--- config.mk ---
export PLATFORM = sky130hd
export DESIGN_NAME = icap_stream_arb
export DESIGN_NICKNAME = d
export VERILOG_FILES = /design/src/rtl/icap_stream_arb.sv
export SDC_FILE = /design/constraint.sdc
export NUM_CORES = 1
export LEC_CHECK = 0
export ABC_AREA = 1
export BUFFER_PORTS_ARGS = -buffer_cell sky130_fd_sc_hd__buf_2
export CAP_MARGIN = 30
export CORE_MARGIN = 2
export CORE_UTILIZATION = 40
export CTS_BUF_LIST = sky130_fd_sc_hd__clkbuf_4 sky130_fd_sc_hd__clkbuf_8 sky130_fd_sc_hd__clkbuf_16
export DETAILED_ROUTE_END_ITERATION = 10
export PLACE_DENSITY = 0.7
export SYNTH_ARGS = -nofsm -noshare
export SYNTH_HDL_FRONTEND = slang
export SYNTH_SLANG_ARGS = --single-unit
--- constraint.sdc ---
create_clock -name ACLK -period 1.83 [get_ports ACLK]
set_input_delay 0.549 -clock ACLK [delete_from_list [all_inputs] [get_ports ACLK]]
set_output_delay 0.549 -clock ACLK [all_outputs]
set_load 0.005 [all_outputs]
--- src/rtl/icap_stream_arb.sv ---
// Round-robin arbiter that hands the single ICAP configuration stream to one
// AXI4-Stream requester per bitstream, forwarding words through a one-deep slice.
module icap_stream_arb #(
    parameter int NUM_REQ = 2,
    parameter int TIMEOUT = 1024
) (
    input  logic                    ACLK,
    input  logic                    ARESETN,
    input  logic [32*NUM_REQ-1:0]   S_AXIS_TDATA,
    input  logic [NUM_REQ-1:0]      S_AXIS_TVALID,
    input  logic [NUM_REQ-1:0]      S_AXIS_TLAST,
    output logic [NUM_REQ-1:0]      S_AXIS_TREADY,
    output logic [31:0]             M_AXIS_TDATA,
    output logic                    M_AXIS_TVALID,
    output logic                    M_AXIS_TLAST,
    input  logic                    M_AXIS_TREADY,
    output logic [NUM_REQ-1:0]      GRANT,
    output logic                    BUSY,
    output logic                    DONE,
    output logic                    ABORT,
    output logic [31:0]             WORD_COUNT
);

    localparam int PW = (NUM_REQ > 1) ? $clog2(NUM_REQ) : 1;
    localparam int SW = (TIMEOUT > 0) ? $clog2(TIMEOUT + 1) : 1;
    localparam logic [SW-1:0] STALL_LAST = SW'((TIMEOUT > 0) ? TIMEOUT - 1 : 0);
    localparam logic [PW-1:0] RR_RESET   = PW'(NUM_REQ - 1);

    typedef enum logic {ST_IDLE, ST_XFER} state_t;

    state_t               state_q, state_d;
    logic [PW-1:0]        rr_ptr_q, rr_ptr_d;
    logic [NUM_REQ-1:0]   grant_q, grant_d;
    logic [31:0]          wcnt_q, wcnt_d;
    logic [SW-1:0]        stall_q, stall_d;
    logic [31:0]          tdata_q, tdata_d;
    logic                 tvalid_q, tvalid_d;
    logic                 tlast_q, tlast_d;

    logic [31:0]          own_data_vec [NUM_REQ];
    logic [31:0]          owner_data;
    logic                 owner_valid;
    logic                 owner_last;
    logic                 out_ready;
    logic                 beat;
    logic                 done_w;
    logic                 abort_w;
    logic                 win_found;
    logic [PW-1:0]        win_idx;

    // Owner mux: grant is one-hot, so masking and OR-ing selects the owner's word.
    genvar gi;
    generate
        for (gi = 0; gi < NUM_REQ; gi++) begin : g_own
            assign own_data_vec[gi] = grant_q[gi] ? S_AXIS_TDATA[32*gi +: 32] : 32'd0;
        end
    endgenerate

    always_comb begin
        owner_data = 32'd0;
        for (int j = 0; j < NUM_REQ; j++) begin
            owner_data = owner_data | own_data_vec[j];
        end
    end

    assign owner_valid = |(grant_q & S_AXIS_TVALID);
    assign owner_last  = |(grant_q & S_AXIS_TLAST);
    assign out_ready   = !tvalid_q || M_AXIS_TREADY;
    assign beat        = (state_q == ST_XFER) && owner_valid && out_ready;
    assign done_w      = beat && owner_last;
    assign abort_w     = (TIMEOUT > 0) && (state_q == ST_XFER) && !beat && (stall_q == STALL_LAST);

    // Search upward from rr_ptr+1 so the most recent owner is considered last.
    always_comb begin
        win_found = 1'b0;
        win_idx   = '0;
        for (int k = 1; k <= NUM_REQ; k++) begin
            for (int j = 0; j < NUM_REQ; j++) begin
                if (!win_found && (j == (int'(rr_ptr_q) + k) % NUM_REQ) && S_AXIS_TVALID[j]) begin
                    win_found = 1'b1;
                    win_idx   = PW'(j);
                end
            end
        end
    end

    always_ff @(posedge ACLK or negedge ARESETN) begin
        if (!ARESETN) begin
            state_q <= ST_IDLE;
        end else begin
            state_q <= state_d;
        end
    end

    always_comb begin
        state_d = state_q;
        case (state_q)
            ST_IDLE: if (win_found) state_d = ST_XFER;
            ST_XFER: if (done_w || abort_w) state_d = ST_IDLE;
            default: state_d = ST_IDLE;
        endcase
    end

    always_comb begin
        BUSY          = (state_q == ST_XFER);
        DONE          = done_w;
        ABORT         = abort_w;
        S_AXIS_TREADY = ((state_q == ST_XFER) && out_ready) ? grant_q : '0;
    end

    always_comb begin
        grant_d  = grant_q;
        rr_ptr_d = rr_ptr_q;
        wcnt_d   = wcnt_q;
        stall_d  = stall_q;
        tdata_d  = tdata_q;
        tlast_d  = tlast_q;
        tvalid_d = tvalid_q;

        if (state_q == ST_IDLE) begin
            if (win_found) begin
                for (int j = 0; j < NUM_REQ; j++) begin
                    grant_d[j] = (PW'(j) == win_idx);
                end
                rr_ptr_d = win_idx;
                wcnt_d   = 32'd0;
                stall_d  = '0;
            end
        end else begin
            if (beat) begin
                wcnt_d  = (wcnt_q == 32'hFFFF_FFFF) ? wcnt_q : wcnt_q + 32'd1;
                stall_d = '0;
            end else if (TIMEOUT > 0 && !abort_w) begin
                stall_d = stall_q + SW'(1);
            end
            if (done_w || abort_w) begin
                grant_d = '0;
            end
        end

        // The slice drains regardless of state so a held beat survives DONE/ABORT.
        if (beat) begin
            tdata_d  = owner_data;
            tlast_d  = owner_last;
            tvalid_d = 1'b1;
        end else if (M_AXIS_TREADY) begin
            tvalid_d = 1'b0;
        end
    end

    always_ff @(posedge ACLK or negedge ARESETN) begin
        if (!ARESETN) begin
            grant_q  <= '0;
            rr_ptr_q <= RR_RESET;
            wcnt_q   <= 32'd0;
            stall_q  <= '0;
            tdata_q  <= 32'd0;
            tlast_q  <= 1'b0;
            tvalid_q <= 1'b0;
        end else begin
            grant_q  <= grant_d;
            rr_ptr_q <= rr_ptr_d;
            wcnt_q   <= wcnt_d;
            stall_q  <= stall_d;
            tdata_q  <= tdata_d;
            tlast_q  <= tlast_d;
            tvalid_q <= tvalid_d;
        end
    end

    assign GRANT         = grant_q;
    assign WORD_COUNT    = wcnt_q;
    assign M_AXIS_TDATA  = tdata_q;
    assign M_AXIS_TLAST  = tlast_q;
    assign M_AXIS_TVALID = tvalid_q;

endmodule

==> results of run 1 <==
routing by layer:
metal	share of wire	track usage
met1	0.42	0.272
met2	0.49	0.388
met3	0.067	0.0563
met4	0.019	0.0823
met5	0	0
cell families (layout without fill, tap and decap cells):
logic type / after synthesis / count (layout)
xor gates and xnor gates: 17 / 17
DFF: 81 / 81
buffers and inverters: 65 / 268
adders and majority gates: 2 / 2
AOI/OAI and AO/OA: 76 / 76
and+or+nand+nor: 377 / 377
cells in the final DEF, fill, tap and decap left out, types with 5 or more instances in the layout:
| cell | synthesis | routed |
|---|---|---|
| inv_1 | 42 | 40 |
| nor2_4 | 2 | 5 |
| nand2_2 | 3 | 7 |
| buf_2 | 7 | 138 |
| nand3_1 | 29 | 27 |
| a31oi_1 | 32 | 32 |
| buf_4 | 2 | 50 |
| buf_6 | 3 | 15 |
| clkbuf_8 | 0 | 11 |
| nand4_1 | 5 | 5 |
| xnor2_1 | 7 | 7 |
| xor2_1 | 10 | 10 |
| dfrtp_1 | 80 | 77 |
| nor2_2 | 2 | 7 |
| nand2_1 | 232 | 227 |
| o21ai_1 | 23 | 25 |
| nor2_1 | 92 | 84 |
| o21ai_0 | 15 | 12 |
stage by stage:
stage | setup slack [ns] | util | area, µm² | hold WS [ns]
floorplan | 0.000103 | - | 4460 | 0.253
global route | -0.377 | 0.565 | 6130 | 0.124
detailed placement | -0.0857 | 0.519 | 5630 | 0.464
CTS | -0.333 | 0.556 | 6030 | 0.123
global placement | -0.0684 | 0.519 | 5630 | 0.454
finish | -0.267 | 0.565 | 6130 | 0.111
area by class of cell:
class / instances / area share
multi-input cells: 472 / 0.367
flip-flops and latches: 81 / 0.331
repair buffers: 208 / 0.216
well taps: 140 / 0.0286
inverters: 44 / 0.0269
clock buffers: 11 / 0.0247
clock inverters: 5 / 0.00490
sequential cells by signal, summed over array words and instances (netlist names):
signal,flops
M_AXIS_TDATA,32
WORD_COUNT,32
stall_q,11
GRANT,2
BUSY,1
M_AXIS_TLAST,1
M_AXIS_TVALID,1
rr_ptr_q,1
worst max-delay path, delay by kind of cell, from the launching register on:
family / cells / cell delay (ns)
flip-flops: 1 / 0.36
AND/OR/NAND/NOR: 5 / 0.45
adder cells (fa/ha/maj): 1 / 0.21
buffers and inverters: 2 / 0.16
final timing paths:
path / startpoint / end / slack (ns)
max: stall_q[0]$_DFFE_PN0P_ / ABORT / -0.27
min: ARESETN / WORD_COUNT[10]$_DFFE_PN0P_ / 0.11
max reg2reg: stall_q[0]$_DFFE_PN0P_ / stall_q[10]$_DFFE_PN0P_ / -0.18
min reg2reg: rr_ptr_q$_DFFE_PN1P_ / rr_ptr_q$_DFFE_PN1P_ / 0.48
max in group asynchronous: ARESETN / BUSY$_DFF_PN0_ / 1.18
min in group ACLK: S_AXIS_TDATA[45] / M_AXIS_TDATA[13]$_DFFE_PN0P_ / 0.44
where the power goes:
group	leakage (nW)	internal, mW	switching (mW)
logic	1.77	1.36	1.72
clock network	0.0911	0.560	0.679
registers	1.02	2.32	0.347
what timing repair did:
item / 4_1_cts / 5_1_grt
endpoints found under the setup margin: 7 / 45
buffers inserted: 17 / 3
resized for setup: 30 / 25
pin swaps: 9 / 6
==> impl_metrics.json, run 1 <==
{
  "tritoncts": "built",
  "yosys_register_bits": 81,
  "h-tree-depth": 3,
  "path_max_fanout": 2,
  "fin_crit_sh": 1.15,
  "yosys.area_share.adder": 0.00561,
  "p_per_area_nw_per_um2": 1140,
  "hold_class": "in -> async",
  "drt-total-wl_mm": 13.1,
  "synth_edf_count": 0,
  "numCtsBuffers": 9,
  "total_power_mw": 7.00,
  "syn_inst": 618,
  "status": "finished, violations left",
  "diodes": 0,
  "grt_pass1_wl_mm": 21.2,
  "synth_top_area_share": 0.449,
  "post-synth-top-count-cell": "nand2_1",
  "fp-row-count": 38,
  "detailedRoute.firstIterationViolations": 269,
  "avgRoutedWirePerCell_um": 13.6,
  "grt_pass1_vias": 4561,
  "gp_congestion": 0.936,
  "worstPathArrival_ns": 1.55,
  "synthFlopType": "dfrtp_1",
  "worstPathCellList": "ha_2 > nand3_4 > nor2_4 > nand2_2 > nor2_2 > nand2_2 > inv_2 > buf_6",
  "vias": 4762,
  "cap_violations": 0,
  "syn2layout_area_growth_pct": 37.5,
  "dp.cells": 927,
  "layout.cells.non_filler": 961,
  "die_w_um": 110,
  "postSynth.asyncResetShare": 1.00,
  "final_nets": 889,
  "synth-compound-area-share": 0.0965,
  "die-area_um2": 12000,
  "maxSlewHeadroom": 0.627,
  "cts_hold_buffers": 0,
  "synth_top_family_by_area": "simple AND/OR/NAND/NOR gates",
  "cts.reportedPaths.clkPinSlew_ns": 0.09,
  "first_pass_iters": 4,
  "finalClockSkew_ns": 0.0102,
  "grt_max_degree": 65,
  "yosys.area_share.xor_xnor": 0.0334,
  "setup_ws_ns": -0.267,
  "synth-simple-area-share": 0.346,
  "die_h_um": 110,
  "cp_slowest_cell": "dfrtp_1",
  "vdd_drop_max_v": 0.000706,
  "ant_nets": 0,
  "syn_area_um2": 4460,
  "synth_nets": 691,
  "dp_hpwl_mm": 9.55,
  "worstPathRequired_ns": 1.28,
  "rsz0062_at_grt": "true",
  "avgSynthCellArea_um2": 7.22,
  "synth_cell_types": 34,
  "ctsRootBufferMaster": "clkbuf_8",
  "fp.coreArea_um2": 10800,
  "track_usage": 0.225,
  "multi_input_area_um2": 2250,
  "viasPerCell": 4.96,
  "ys_top_cells_by_area": "dfrtp_1 45%, nand2_1 20%, nor2_1 7.7%",
  "fin_crit_ns": 2.10,
  "seq_area_frac_synth": 0.455,
  "hold_viol_final": 0,
  "portBuffers": 143,
  "p_leak_nw": 2.88,
  "reg2reg_depth": 14,
  "io_pins": 144,
  "seqCellArea_um2": 2030,
  "drive_above_1_share": 0.322,
  "slew_viol_final": 0,
  "worstSetupStartpointType": "flop",
  "fin_tns_setup_ns": -0.922,
  "finalSetupViolations": 7,
  "worst_pin_slew_ns": 0.560,
  "clock.fmax_mhz": 477,
  "cts.sinks": 81,
  "violations": "setup timing",
  "overflow": 0,
  "clock_path_buffers": 2,
  "max_stage_delay_ns": 0.36,
  "synthMuxAreaShare": 0,
  "antenna_found_initial": 0,
  "yosysTopAreaCell": "dfrtp_1",
  "end_kind": "primary output",
  "nFillCells": 1036,
  "drt_drc_violations_left": 0,
  "start_util": 0.411,
  "clk_latency_ns": 0.36,
  "path_common_cell": "nand2_2",
  "synth_common_cells": "232 x nand2_1, 92 x nor2_1, 80 x dfrtp_1",
  "yosys_warnings": 0,
  "path_class": "reg -> out"
}
Note: power is estimated with default switching activity, not from simulation.
==> run 2, diff against run 1 <==
- ABC_AREA: 1 -> unset
- REMOVE_ABC_BUFFERS: unset -> 1
==> impl_metrics.json, run 2 <==
{
  "status": "finished, violations left",
  "violations": "setup timing",
  "fp-row-count": 37,
  "fin_crit_sh": 1.21,
  "cts.reportedPaths.clkPinSlew_ns": 0.08,
  "yosys_register_bits": 81,
  "drt-total-wl_mm": 14.8,
  "track_usage": 0.242,
  "hold_viol_final": 0,
  "seqCellArea_um2": 2030,
  "finalClockSkew_ns": 0.0103,
  "final_common_cell": "buf_2",
  "nFillCells": 758,
  "synth_cell_types": 61,
  "cap_violations": 0,
  "fin_tns_setup_ns": -8.94,
  "final_cell_area_um2": 6820,
  "numCtsBuffers": 9,
  "worstSetupStartpointType": "flop",
  "overflow": 0,
  "p_leak_nw": 3.31,
  "synth_top_area_share": 0.472,
  "path_max_fanout": 2,
  "syn_area_um2": 4240,
  "die-area_um2": 11400,
  "h-tree-depth": 3,
  "dp.cells": 801,
  "synthFlopType": "dfrtp_1",
  "start_util": 0.410,
  "yosys_warnings": 0,
  "worst_pin_slew_ns": 0.500,
  "cts.sinks": 81,
  "grt_max_degree": 82,
  "avgRoutedWirePerCell_um": 17.2,
  "vdd_drop_max_v": 0.000810,
  "detailedRoute.firstIterationViolations": 387,
  "worstPathArrival_ns": 1.66,
  "gp_congestion": 0.878,
  "p_per_area_nw_per_um2": 991,
  "total_power_mw": 6.76,
  "tritoncts": "built",
  "drt_drc_violations_left": 0,
  "synth_edf_count": 0,
  "path_class": "reg -> out",
  "layout.cells.non_filler": 858,
  "slew_viol_final": 0,
  "ys_top_cells_by_area": "dfrtp_1 47%, o21ai_0 7.1%, a22oi_1 5.8%",
  "synth_common_cells": "80 x dfrtp_1, 64 x nand2_1, 60 x o21ai_0",
  "first_pass_iters": 5,
  "worstPathRequired_ns": 1.28,
  "post-synth-top-count-cell": "dfrtp_1",
  "final_nets": 790,
  "clk_latency_ns": 0.36,
  "setup_ws_ns": -0.384,
  "io_pins": 144,
  "syn2layout_area_growth_pct": 60.9,
  "grt_pass1_wl_mm": 22.1,
  "dp_hpwl_mm": 9.11,
  "postSynth.asyncResetShare": 1.00,
  "rsz0062_at_grt": "true",
  "ant_nets": 0,
  "layout_common_cells": "140 x buf_2, 103 x buf_4, 79 x dfrtp_1, 60 x nand2_1, 42 x o21ai_0",
  "die_h_um": 107,
  "diodes": 0,
  "die_w_um": 107,
  "clock_path_buffers": 2,
  "placedInstanceArea_um2": 5740,
  "clock.fmax_mhz": 452,
  "viasPerCell": 5.75,
  "avgSynthCellArea_um2": 9.27,
  "cts_hold_buffers": 0,
  "vias": 4934,
  "multi_input_area_um2": 2480,
  "maxSlewHeadroom": 0.667,
  "seq_area_frac_synth": 0.479,
  "end_kind": "primary output",
  "antenna_found_initial": 0,
  "yosysTopAreaCell": "dfrtp_1",
  "drive_above_1_share": 0.518,
  "hold_class": "in -> async",
  "hold_slack_ns": 0.215,
  "ctsRootBufferMaster": "clkbuf_8",
  "finalSetupViolations": 47,
  "fp.coreArea_um2": 10300,
  "portBuffers": 143,
  "fin_crit_ns": 2.21,
  "grt_pass1_vias": 4603,
  "syn_inst": 457
}
-- run 2: cell types whose count changed in the layout (fill, tap and decap cells not counted), sizes merged, moves of 11 or more --
cell and change:
nand2 -173, inv -40, a31oi -23, or4 +11
buf +70, o21ai +22, nor2 -87, a22oi +33
-- run 2: routing by layer --
metal	GRT usage	part of all wire	vias up
met5	0	0	-
met4	0.101	0.029	0
met3	0.0401	0.072	51
met2	0.421	0.51	266
met1	0.298	0.39	2365
li1	-	-	2252
-- run 2: final cells by class --
class / count / share of cell area
Clock buffer: 10 / 0.0202
Clock inverter: 6 / 0.00844
Inverter: 4 / 0.00220
Multi-Input combinational cell: 342 / 0.364
Sequential cell: 81 / 0.298
Tap cell: 136 / 0.0249
Timing Repair Buffer: 279 / 0.283
-- run 2: cell families after synthesis --
logic type / synth area share
AO/OA/AOI/OAI: 0.242
flip-flops: 0.479
XOR/XNOR: 0.00413
AND/OR/NAND/NOR: 0.223
buffers and inverters: 0.0366
adder cells (fa/ha/maj): 0.00590
multiplexers: 0.00974
-- run 2: critical path, stage by stage (launching register included) --
cell and delay, ns:
dfrtp_1 0.37, ha_2 0.21, nand3_2 0.09, or3_4 0.37, nor3_4 0.14, buf_2 0.14
-- run 2: power by group --
group / switching, mW / leakage (nW) / internal, mW
registers: 0.192 / 1.03 / 2.10
clock network: 0.665 / 0.102 / 0.658
logic: 1.66 / 2.17 / 1.48
-- run 2: what timing repair did --
item | in CTS | in global routing
resized for setup | 88 | 59
pin swaps | 47 | 28
buffers inserted | 20 | 22
gates cloned | 3 | 2
endpoints found under the setup margin | 48 | 50
-- run 2: metrics by stage --
step / worst slack [ns] / utilization
after global routing: -0.441 / 0.661
after global placement: -0.290 / 0.556
after floorplan: -2.13 / -
after detailed placement: -0.324 / 0.556
final: -0.384 / 0.661
after CTS: -0.367 / 0.625
-- run 2: worst paths after layout --
| path | startpoint | endpoint | slack [ns] | cells after the start |
|---|---|---|---|---|
| min in group ACLK | M_AXIS_TLAST$_DFFE_PN0P_ | M_AXIS_TLAST$_DFFE_PN0P_ | 0.48 | 1 |
| setup reg to reg | WORD_COUNT[1]$_DFFE_PN0P_ | WORD_COUNT[31]$_DFFE_PN0P_ | -0.37 | 5 |
| setup / recovery | stall_q[1]$_DFFE_PN0P_ | ABORT | -0.38 | 5 |
| hold reg to reg | M_AXIS_TLAST$_DFFE_PN0P_ | M_AXIS_TLAST$_DFFE_PN0P_ | 0.48 | 1 |
| max in group asynchronous | ARESETN | BUSY$_DFF_PN0_ | 1.24 | 2 |
| hold / removal | ARESETN | M_AXIS_TDATA[30]$_DFFE_PN0P_ | 0.22 | 2 |
